==> config.mk <==
export PLATFORM = sky130hd
export DESIGN_NAME = div_unit_flat
export DESIGN_NICKNAME = d
export VERILOG_FILES = /design/src/rtl/div_unit_if.sv /design/src/rtl/div_unit.sv /design/src/flat_wrapper.sv
export SDC_FILE = /design/constraint.sdc
export NUM_CORES = 1
export LEC_CHECK = 0
export BUFFER_PORTS_ARGS = -buffer_cell sky130_fd_sc_hd__buf_4
export CORE_MARGIN = 3
export CORE_UTILIZATION = 30
export DETAILED_ROUTE_END_ITERATION = 7
export PLACE_DENSITY_LB_ADDON = 0.25
export SYNTH_ARGS = -nofsm -noshare
export SYNTH_HDL_FRONTEND = slang
export SYNTH_SLANG_ARGS = --single-unit
==> constraint.sdc <==
create_clock -name clk -period 6.4 [get_ports clk]
set_input_delay 1.28 -clock clk [delete_from_list [all_inputs] [get_ports clk]]
set_output_delay 1.28 -clock clk [all_outputs]
set_load 0.03 [all_outputs]
==> src/rtl/div_unit_if.sv <==
// div_unit_if: operand/result handshake bundle between EX issue and the divider.
// Carries the pipeline flush alongside the handshakes so the stall/abort controls travel together.
interface div_unit_if #(
    parameter int unsigned XLEN = 32
);
    logic            flush;
    logic            in_valid;
    logic            in_ready;
    logic [1:0]      div_op;
    logic [XLEN-1:0] dividend;
    logic [XLEN-1:0] divisor;
    logic            out_valid;
    logic            out_ready;
    logic [XLEN-1:0] result;

    // Pipeline side: issues operands and consumes results.
    modport master (
        output flush, in_valid, div_op, dividend, divisor, out_ready,
        input  in_ready, out_valid, result
    );

    // Divider side.
    modport slave (
        input  flush, in_valid, div_op, dividend, divisor, out_ready,
        output in_ready, out_valid, result
    );
endinterface

==> src/rtl/div_unit.sv <==
// div_unit: iterative RV32M DIV/DIVU/REM/REMU, restoring division, one quotient bit per cycle.
// Optional feature macro DIV_EARLY_OUT_EN: when defined, ops with |dividend| < |divisor|
// skip the iteration phase and go straight to sign fix-up.
module div_unit #(
    parameter int unsigned XLEN      = 32,
    parameter int unsigned CNT_WIDTH = 6
) (
    input  logic        clk,
    input  logic        rst,
    div_unit_if.slave   bus
);
    localparam logic [XLEN-1:0] SMIN = {1'b1, {(XLEN-1){1'b0}}};

    typedef enum logic [1:0] {
        S_IDLE = 2'd0,
        S_CALC = 2'd1,
        S_FIX  = 2'd2,
        S_DONE = 2'd3
    } state_t;

    state_t               r_state;
    logic                 r_in_ready;
    logic                 r_out_valid;
    logic [XLEN-1:0]      r_result;
    logic [CNT_WIDTH-1:0] r_cnt;
    logic [XLEN-1:0]      r_rem;
    logic [XLEN-1:0]      r_quo;
    logic [XLEN-1:0]      r_dvs;
    logic                 r_sel_rem;
    logic                 r_neg_q;
    logic                 r_neg_r;

    logic            w_signed;
    logic            w_a_neg;
    logic            w_b_neg;
    logic [XLEN-1:0] w_a_mag;
    logic [XLEN-1:0] w_b_mag;
    logic            w_accept;
    logic            w_div_zero;
    logic            w_ovf;
    logic            w_early;
    logic [XLEN:0]   w_shift;
    logic [XLEN-1:0] w_diff;
    logic            w_borrow;
    logic [XLEN-1:0] w_q_fix;
    logic [XLEN-1:0] w_r_fix;

    assign bus.in_ready  = r_in_ready;
    assign bus.out_valid = r_out_valid;
    assign bus.result    = r_result;

    // Operand decode: sign handling and special cases evaluated at accept.
    assign w_signed   = ~bus.div_op[0];
    assign w_a_neg    = w_signed & bus.dividend[XLEN-1];
    assign w_b_neg    = w_signed & bus.divisor[XLEN-1];
    assign w_a_mag    = w_a_neg ? (XLEN'(0) - bus.dividend) : bus.dividend;
    assign w_b_mag    = w_b_neg ? (XLEN'(0) - bus.divisor) : bus.divisor;
    assign w_accept   = bus.in_valid & r_in_ready & ~bus.flush;
    assign w_div_zero = (bus.divisor == '0);
    assign w_ovf      = w_signed & (bus.dividend == SMIN) & (bus.divisor == '1);
`ifdef DIV_EARLY_OUT_EN
    assign w_early    = (w_a_mag < w_b_mag);
`else
    assign w_early    = 1'b0;
`endif

    // One restoring step: shifted partial remainder is XLEN+1 bits; borrow if it is below the divisor.
    assign w_shift  = {r_rem, r_quo[XLEN-1]};
    assign w_borrow = ~w_shift[XLEN] & (w_shift[XLEN-1:0] < r_dvs);
    assign w_diff   = w_shift[XLEN-1:0] - r_dvs;

    // Sign fix-up applied in FIX.
    assign w_q_fix = r_neg_q ? (XLEN'(0) - r_quo) : r_quo;
    assign w_r_fix = r_neg_r ? (XLEN'(0) - r_rem) : r_rem;

    // Control FSM and datapath registers.
    always_ff @(posedge clk or posedge rst) begin
        if (rst) begin
            r_state     <= S_IDLE;
            r_in_ready  <= 1'b1;
            r_out_valid <= 1'b0;
            r_result    <= '0;
            r_cnt       <= '0;
            r_rem       <= '0;
            r_quo       <= '0;
            r_dvs       <= '0;
            r_sel_rem   <= 1'b0;
            r_neg_q     <= 1'b0;
            r_neg_r     <= 1'b0;
        end else begin
            case (r_state)
                S_IDLE: begin
                    if (w_accept) begin
                        r_in_ready <= 1'b0;
                        r_sel_rem  <= bus.div_op[1];
                        if (w_div_zero) begin
                            r_result    <= bus.div_op[1] ? bus.dividend : '1;
                            r_out_valid <= 1'b1;
                            r_state     <= S_DONE;
                        end else if (w_ovf) begin
                            r_result    <= bus.div_op[1] ? '0 : SMIN;
                            r_out_valid <= 1'b1;
                            r_state     <= S_DONE;
                        end else begin
                            r_dvs   <= w_b_mag;
                            r_neg_q <= w_a_neg ^ w_b_neg;
                            r_neg_r <= w_a_neg;
                            if (w_early) begin
                                r_quo   <= '0;
                                r_rem   <= w_a_mag;
                                r_state <= S_FIX;
                            end else begin
                                r_quo   <= w_a_mag;
                                r_rem   <= '0;
                                r_cnt   <= CNT_WIDTH'(XLEN);
                                r_state <= S_CALC;
                            end
                        end
                    end
                end
                S_CALC: begin
                    if (bus.flush) begin
                        r_in_ready <= 1'b1;
                        r_state    <= S_IDLE;
                    end else begin
                        r_rem <= w_borrow ? w_shift[XLEN-1:0] : w_diff;
                        r_quo <= {r_quo[XLEN-2:0], ~w_borrow};
                        r_cnt <= r_cnt - CNT_WIDTH'(1);
                        if (r_cnt == CNT_WIDTH'(1)) begin
                            r_state <= S_FIX;
                        end
                    end
                end
                S_FIX: begin
                    if (bus.flush) begin
                        r_in_ready <= 1'b1;
                        r_state    <= S_IDLE;
                    end else begin
                        r_result    <= r_sel_rem ? w_r_fix : w_q_fix;
                        r_out_valid <= 1'b1;
                        r_state     <= S_DONE;
                    end
                end
                S_DONE: begin
                    if (bus.flush || bus.out_ready) begin
                        r_out_valid <= 1'b0;
                        r_in_ready  <= 1'b1;
                        r_state     <= S_IDLE;
                    end
                end
                default: begin
                    r_state <= S_IDLE;
                end
            endcase
        end
    end
endmodule

==> src/flat_wrapper.sv <==
// flat-port wrapper written by rule: the top's interface ports become plain ports
module div_unit_flat 
#(
    parameter int unsigned XLEN      = 32,
    parameter int unsigned CNT_WIDTH = 6
)
  (clk, rst, bus_flush, bus_in_valid, bus_div_op, bus_dividend, bus_divisor, bus_out_ready, bus_in_ready, bus_out_valid, bus_result);
  div_unit_if #(.XLEN(XLEN)) bus_i ();
  input  logic clk;
  input  logic rst;
  input wire logic [$bits(bus_i.flush)-1:0] bus_flush;
  input wire logic [$bits(bus_i.in_valid)-1:0] bus_in_valid;
  input wire logic [$bits(bus_i.div_op)-1:0] bus_div_op;
  input wire logic [$bits(bus_i.dividend)-1:0] bus_dividend;
  input wire logic [$bits(bus_i.divisor)-1:0] bus_divisor;
  input wire logic [$bits(bus_i.out_ready)-1:0] bus_out_ready;
  output wire logic [$bits(bus_i.in_ready)-1:0] bus_in_ready;
  output wire logic [$bits(bus_i.out_valid)-1:0] bus_out_valid;
  output wire logic [$bits(bus_i.result)-1:0] bus_result;
  assign bus_i.flush = bus_flush;
  assign bus_i.in_valid = bus_in_valid;
  assign bus_i.div_op = bus_div_op;
  assign bus_i.dividend = bus_dividend;
  assign bus_i.divisor = bus_divisor;
  assign bus_i.out_ready = bus_out_ready;
  assign bus_in_ready = bus_i.in_ready;
  assign bus_out_valid = bus_i.out_valid;
  assign bus_result = bus_i.result;
  div_unit #(.XLEN(XLEN), .CNT_WIDTH(CNT_WIDTH)) u_core (.clk(clk), .rst(rst), .bus(bus_i));
endmodule
==> results.json, run 1 <==
{
  "synth_top_cell_area_share": 0.310,
  "antenna_found_initial": 1,
  "hpwlAfterDp_um": 26200,
  "nFillCells": 3864,
  "wire_per_inst_um": 17.4,
  "grt_usage": 0.174,
  "ys_seq_area_frac": 0.313,
  "timing.rr.end": "u_core.r_rem[10]",
  "wl_met1_um": 18000,
  "io_pins": 105,
  "async_flop_share": 1.00,
  "drt_iter0_drc": 821,
  "num_vias": 10600,
  "clock.fmax_mhz": 236,
  "grt_pass1_wl_um": 55600,
  "top_layer": "met4",
  "drtAntennaViolNets": 0,
  "cp_cell_sequence": "buf_4 > or4_1 > nor4_2 > nand4_1 > o21ai_2 > o22ai_1 > buf_4 > nand2_1 > o21ai_0",
  "worstHoldPathType": "reg2reg",
  "synth_area_leaders": "dfrtp_1, o21ai_0, xnor2_1",
  "wl_met2_um": 14900,
  "viasPerCell": 5.27,
  "relSlewSlack": 0.252,
  "core_area_um2": 36900,
  "worstPathArrival_ps": 4500,
  "rr_worst_depth": 11,
  "gr-total-overflow": 0,
  "crit_type": "in2reg",
  "gp_congestion": 0.871,
  "power_density_nw_per_um2": 438,
  "yosysUniqueCellTypes": 71,
  "cts_buffers": 17,
  "antenna_cells": 0,
  "finClkSkew_ps": 14.2,
  "dieArea_um2": 40000,
  "status": "complete, no violations",
  "drcViolationCount": 0,
  "syn_nets": 1548,
  "port_buffers": 104,
  "postCtsSetupRepairBufs": 0,
  "setup_tns_ps": 0,
  "multi_input_area_um2": 7240,
  "cpMostUsedCell": "buf_4",
  "hold_viol": 0,
  "crit_cells": 9,
  "cts_sinks": 141,
  "syn2layout_area_growth_pct": 16.4,
  "die_y_um": 200,
  "tightest_slew_ps": 1120,
  "end_kind": "register",
  "crit_path_start": "bus_dividend[10]",
  "crit_fanout": 27,
  "hp-start": "u_core.bus.out_valid",
  "cp-start-kind": "primary input",
  "rows": 70,
  "synth_edf_count": 0,
  "synth.avg_cell_area_um2": 7.88,
  "r2r_setup_slack_ps": 2380,
  "slowest_stage": "nand2_1",
  "cp_top_family": "simple AND/OR/NAND/NOR gates",
  "die_x_um": 200,
  "cap_violations": 0,
  "period_minus_slack_ps": 4230,
  "yosys.cell_count.top_type": "nand2_1",
  "synthTopCellsByCount": "nand2_1, o21ai_0, dfrtp_1",
  "leakagePower_uw": 0.00544,
  "regToRegStartpoint": "u_core.r_dvs[0]",
  "synth_top_area_cell": "dfrtp_1",
  "start_util": 0.306,
  "grt_max_degree": 76,
  "rsz0062_at_grt": "no",
  "ys.flop_type": "dfrtp_1",
  "syn_area_um2": 11300,
  "finalCritPeriodShare": 0.662,
  "path_clk_slew_ps": 60,
  "fin_nets": 1603,
  "required_ps": 6670,
  "dr.pass1.iters": 5,
  "clock_path_buffers": 2,
  "root_buffer": "clkbuf_16",
  "synthCells": 1432,
  "setup_viol": 0,
  "max_stage_delay_ps": 630,
  "routed_wl_um": 34900,
  "endpoint": "u_core.r_rem[28]",
  "slew_viol_final": 0,
  "drive_gt1_frac": 0.121,
  "hold_buffers": 0,
  "wl_met3_um": 1710,
  "whs_ps": 480,
  "synth_seq_cells": 141,
  "cts_resized": 0,
  "worst_ir_drop_vdd_mv": 0.190,
  "synthesis.yosys.warnings": 0,
  "worst-path-buf-inv": 2,
  "regArea_um2": 3530,
  "htree_levels": 4,
  "cts_tree": "yes",
  "clk_latency_ps": 440,
  "grt_pass1_vias": 9704
}
## flip-flops by register name, indices dropped and copies added, names as in the netlist
signal	count
u_core.r_neg_r	1
u_core.r_quo	32
u_core.r_sel_rem	1
u_core.r_neg_q	1
u_core.bus.result	32
u_core.r_dvs	32
u_core.bus.out_valid	1
u_core.r_cnt	6
u_core.bus.in_ready	1
u_core.r_state	2
u_core.r_rem	32
## through the flow
stage               total power (uW)  area, um2  worst slack [ps]  utilization  std cells
finish                          5750      13100              2170        0.356       2004
CTS                             5780      13100              2210        0.356       2004
global placement                4660      12500              1840        0.340       1972
global route                    6240      13100              1900        0.356       2004
floorplan                       3850      11300              1340            -       1432
detailed placement              4710      12500              1780        0.340       1972
## placed cells by master, fill, tap and decap left out, types with 34 or more instances in the layout
master / n
dfrtp_1: 140
buf_4: 117
a21oi_1: 115
mux2i_1: 34
nor2_1: 124
inv_1: 57
ha_1: 43
o21ai_0: 165
xor2_1: 64
xnor2_1: 75
nand2_1: 170
## layer usage
metal	track usage	vias to the layer above
li1	-	5251
met1	0.271	5037
met2	0.257	250
met3	0.0247	18
met4	0.0320	0
met5	0	-
## layout make-up
cell class,count,area share
clock buffers,22,0.0361
multi-input cells,1151,0.551
well taps,504,0.0480
clock inverters,10,0.0105
inverters,58,0.0170
repair buffers,118,0.0684
flip-flops and latches,141,0.269
## tightest hold or removal path, delay by kind of cell, from the launching register on
family	cells	cell delay [ps]
flops	1	340
compound gates	1	60
simple gates	1	50
## power breakdown
part | internal [uW] | switching (uW)
sequential | 1230 | 400
combinational | 1230 | 1840
clock | 643 | 406
total | 3100 | 2650
## cells by family (layout without fill, tap and decap cells)
| family | Yosys count | count (layout) | share of synthesized area |
|---|---|---|---|
| muxes | 39 | 39 | 0.0355 |
| adders and majority gates | 45 | 45 | 0.0506 |
| AOI/OAI and AO/OA | 459 | 459 | 0.248 |
| and+or+nand+nor | 469 | 469 | 0.197 |
| buffers and inverters | 140 | 208 | 0.0478 |
| DFF | 141 | 141 | 0.313 |
| xor gates and xnor gates | 139 | 139 | 0.108 |
## how the worst min path moves through the flow
stage                     cells past startpoint  slack (ps)                    end
after CTS                                     2         490   u_core.bus.out_valid
after floorplan                               1         490        u_core.r_dvs[0]
final                                         2         480   u_core.bus.out_valid
after global placement                        1         470  u_core.bus.result[13]
after detailed placement                      2         480   u_core.bus.out_valid
after global routing                          1         530  u_core.bus.result[13]
No activity file was read; power rests on OpenSTA's default activity.
==> run 2, diff against run 1 <==
Clock period 6.4 ns to 4.1 ns, I/O delays scaled along.
==> run 2 against run 1 <==
  * Non-clock buffer count grew 18
  * Largest power group unchanged
  * Register-to-register slack lost 1600 ps
  * Clock skew is essentially flat
  * Largest cell class unchanged
  * Final cell count grew 0.90%
  * Flip-flop and latch count is the same
  * Design area grew 1.4%
  * Global-route usage grew 0.57 points
  * Power grew 56%
==> results.json, run 2 (synthesis results as in run 1) <==
{
  "power_density_nw_per_um2": 676,
  "io_pins": 105,
  "finClkSkew_ps": 14.6,
  "fin_nets": 1621,
  "setup_viol": 0,
  "status": "complete, no violations",
  "setup_ws_ps": 539,
  "cp-start-kind": "primary input",
  "antenna_cells": 0,
  "drt_iter0_drc": 807,
  "die_x_um": 200,
  "slew_viol_final": 0,
  "netSwitchingFraction": 0.465,
  "dr.pass1.iters": 7,
  "crit_type": "in2reg",
  "grt_pass1_vias": 10200,
  "p_comb_frac": 0.541,
  "intPower_uw": 4810,
  "placed_cell_area_um2": 12700,
  "cts_resized": 0,
  "worstPathArrival_ps": 3850,
  "worstHoldPathType": "reg2reg",
  "die_y_um": 200,
  "crit_fanout": 9,
  "cts_sinks": 141,
  "gr-total-overflow": 0,
  "port_buffers": 104,
  "path_clk_slew_ps": 70,
  "hpwlAfterDp_um": 26800,
  "p_sw_uw": 4180,
  "start_util": 0.306,
  "tightest_slew_ps": 1030,
  "leakagePower_uw": 0.00553,
  "drtAntennaViolNets": 0,
  "p_clk_frac": 0.178,
  "grt_max_degree": 75,
  "clock.fmax_mhz": 281,
  "drive_gt1_frac": 0.133,
  "relSlewSlack": 0.306,
  "dpl_worst_slack_ps": 217,
  "finalCritPeriodShare": 0.869,
  "drcViolationCount": 0,
  "period_minus_slack_ps": 3560,
  "core_area_um2": 36900,
  "cap_violations": 0,
  "grt_usage": 0.180,
  "routed_wl_um": 35500,
  "gp_congestion": 0.862,
  "end_kind": "register",
  "setup_tns_ps": 0,
  "seqPwrFrac": 0.281,
  "dieArea_um2": 40000,
  "clk_latency_ps": 430,
  "rsz0062_at_grt": "no",
  "postCtsSetupRepairBufs": 0,
  "root_buffer": "clkbuf_16",
  "final_common_cell": "nand2_1",
  "htree_levels": 4,
  "required_ps": 4390,
  "hold_viol": 0,
  "fin_area_um2": 13300,
  "viasPerCell": 5.29,
  "worst_ir_drop_vdd_mv": 0.244,
  "cts_tree": "yes",
  "grt_pass1_wl_um": 57400,
  "clock_path_buffers": 2,
  "hold_buffers": 0,
  "syn2layout_area_growth_pct": 18.0,
  "num_vias": 10700,
  "antenna_found_initial": 0,
  "wire_per_inst_um": 17.6,
  "cts_buffers": 17,
  "most-common-layout-cells": "nand2_1, o21ai_0, dfrtp_1",
  "p_total_uw": 8990,
  "rows": 70
}
[run 2: changes by cell type in the layout (fill, tap and decap cells not counted), moves of 2 or more]
cell        delta
buf_4         +13
clkinvlp_4     +3
buf_12         +5
clkbuf_1       -2
[run 2: power by group through the flow]
| stage | sequential [uW] | combinational [uW] | clock, uW |
|---|---|---|---|
| after global placement | 2540 | 4780 | 0 |
| after CTS | 2520 | 4870 | 1630 |
| final | 2530 | 4870 | 1600 |
| after floorplan | 2590 | 3430 | 0 |
| after global routing | 2620 | 5470 | 1690 |
| after detailed placement | 2540 | 4840 | 0 |
[run 2: cell type report]
cell class | instances | area [um2]
clock inverter | 13 | 140
tap | 504 | 631
timing repair buffer | 136 | 1100
inverter | 58 | 221
multi-input combinational | 1151 | 7240
fill | 3839 | 23600
clock buffer | 19 | 453
sequential | 141 | 3530
[run 2: path summary, 6_finish.rpt]
| kind | startpoint | endpoint | slack [ps] | cells past startpoint |
|---|---|---|---|---|
| setup reg to reg | u_core.r_quo[31] | u_core.r_rem[21] | 800 | 13 |
| min in group asynchronous | rst | u_core.bus.result[6] | 510 | 2 |
| max in group asynchronous | rst | u_core.bus.in_ready | 2770 | 3 |
| hold reg to reg | u_core.bus.result[13] | u_core.bus.result[13] | 480 | 1 |
| hold / removal | u_core.bus.result[13] | u_core.bus.result[13] | 480 | 1 |
| setup / recovery | bus_divisor[0] | u_core.r_rem[29] | 540 | 11 |
[run 2: metal layers]
| metal | up-vias | global-route usage | share of wire |
|---|---|---|---|
| met4 | 0 | 0.0367 | 0.010 |
| met3 | 24 | 0.0290 | 0.056 |
| met1 | 5076 | 0.273 | 0.50 |
| li1 | 5289 | - | - |
| met2 | 308 | 0.270 | 0.43 |
| met5 | - | 0 | 0 |
[run 2: through the flow]
stage	hold WS (ps)	utilization	cells
floorplan	487	-	1432
global placement	465	0.345	1990
detailed placement	468	0.345	1990
CTS	483	0.361	2022
global route	494	0.361	2022
finish	478	0.361	2022
[run 2: critical path, stage by stage]
cell,delay [ps]
buf_4,110
ha_1,200
nand4_1,90
nor4_1,870
nand3_1,290
o21ai_2,430
o22ai_1,350
buf_4,270
o211a_1,170
o21ai_0,110
o211ai_1,130
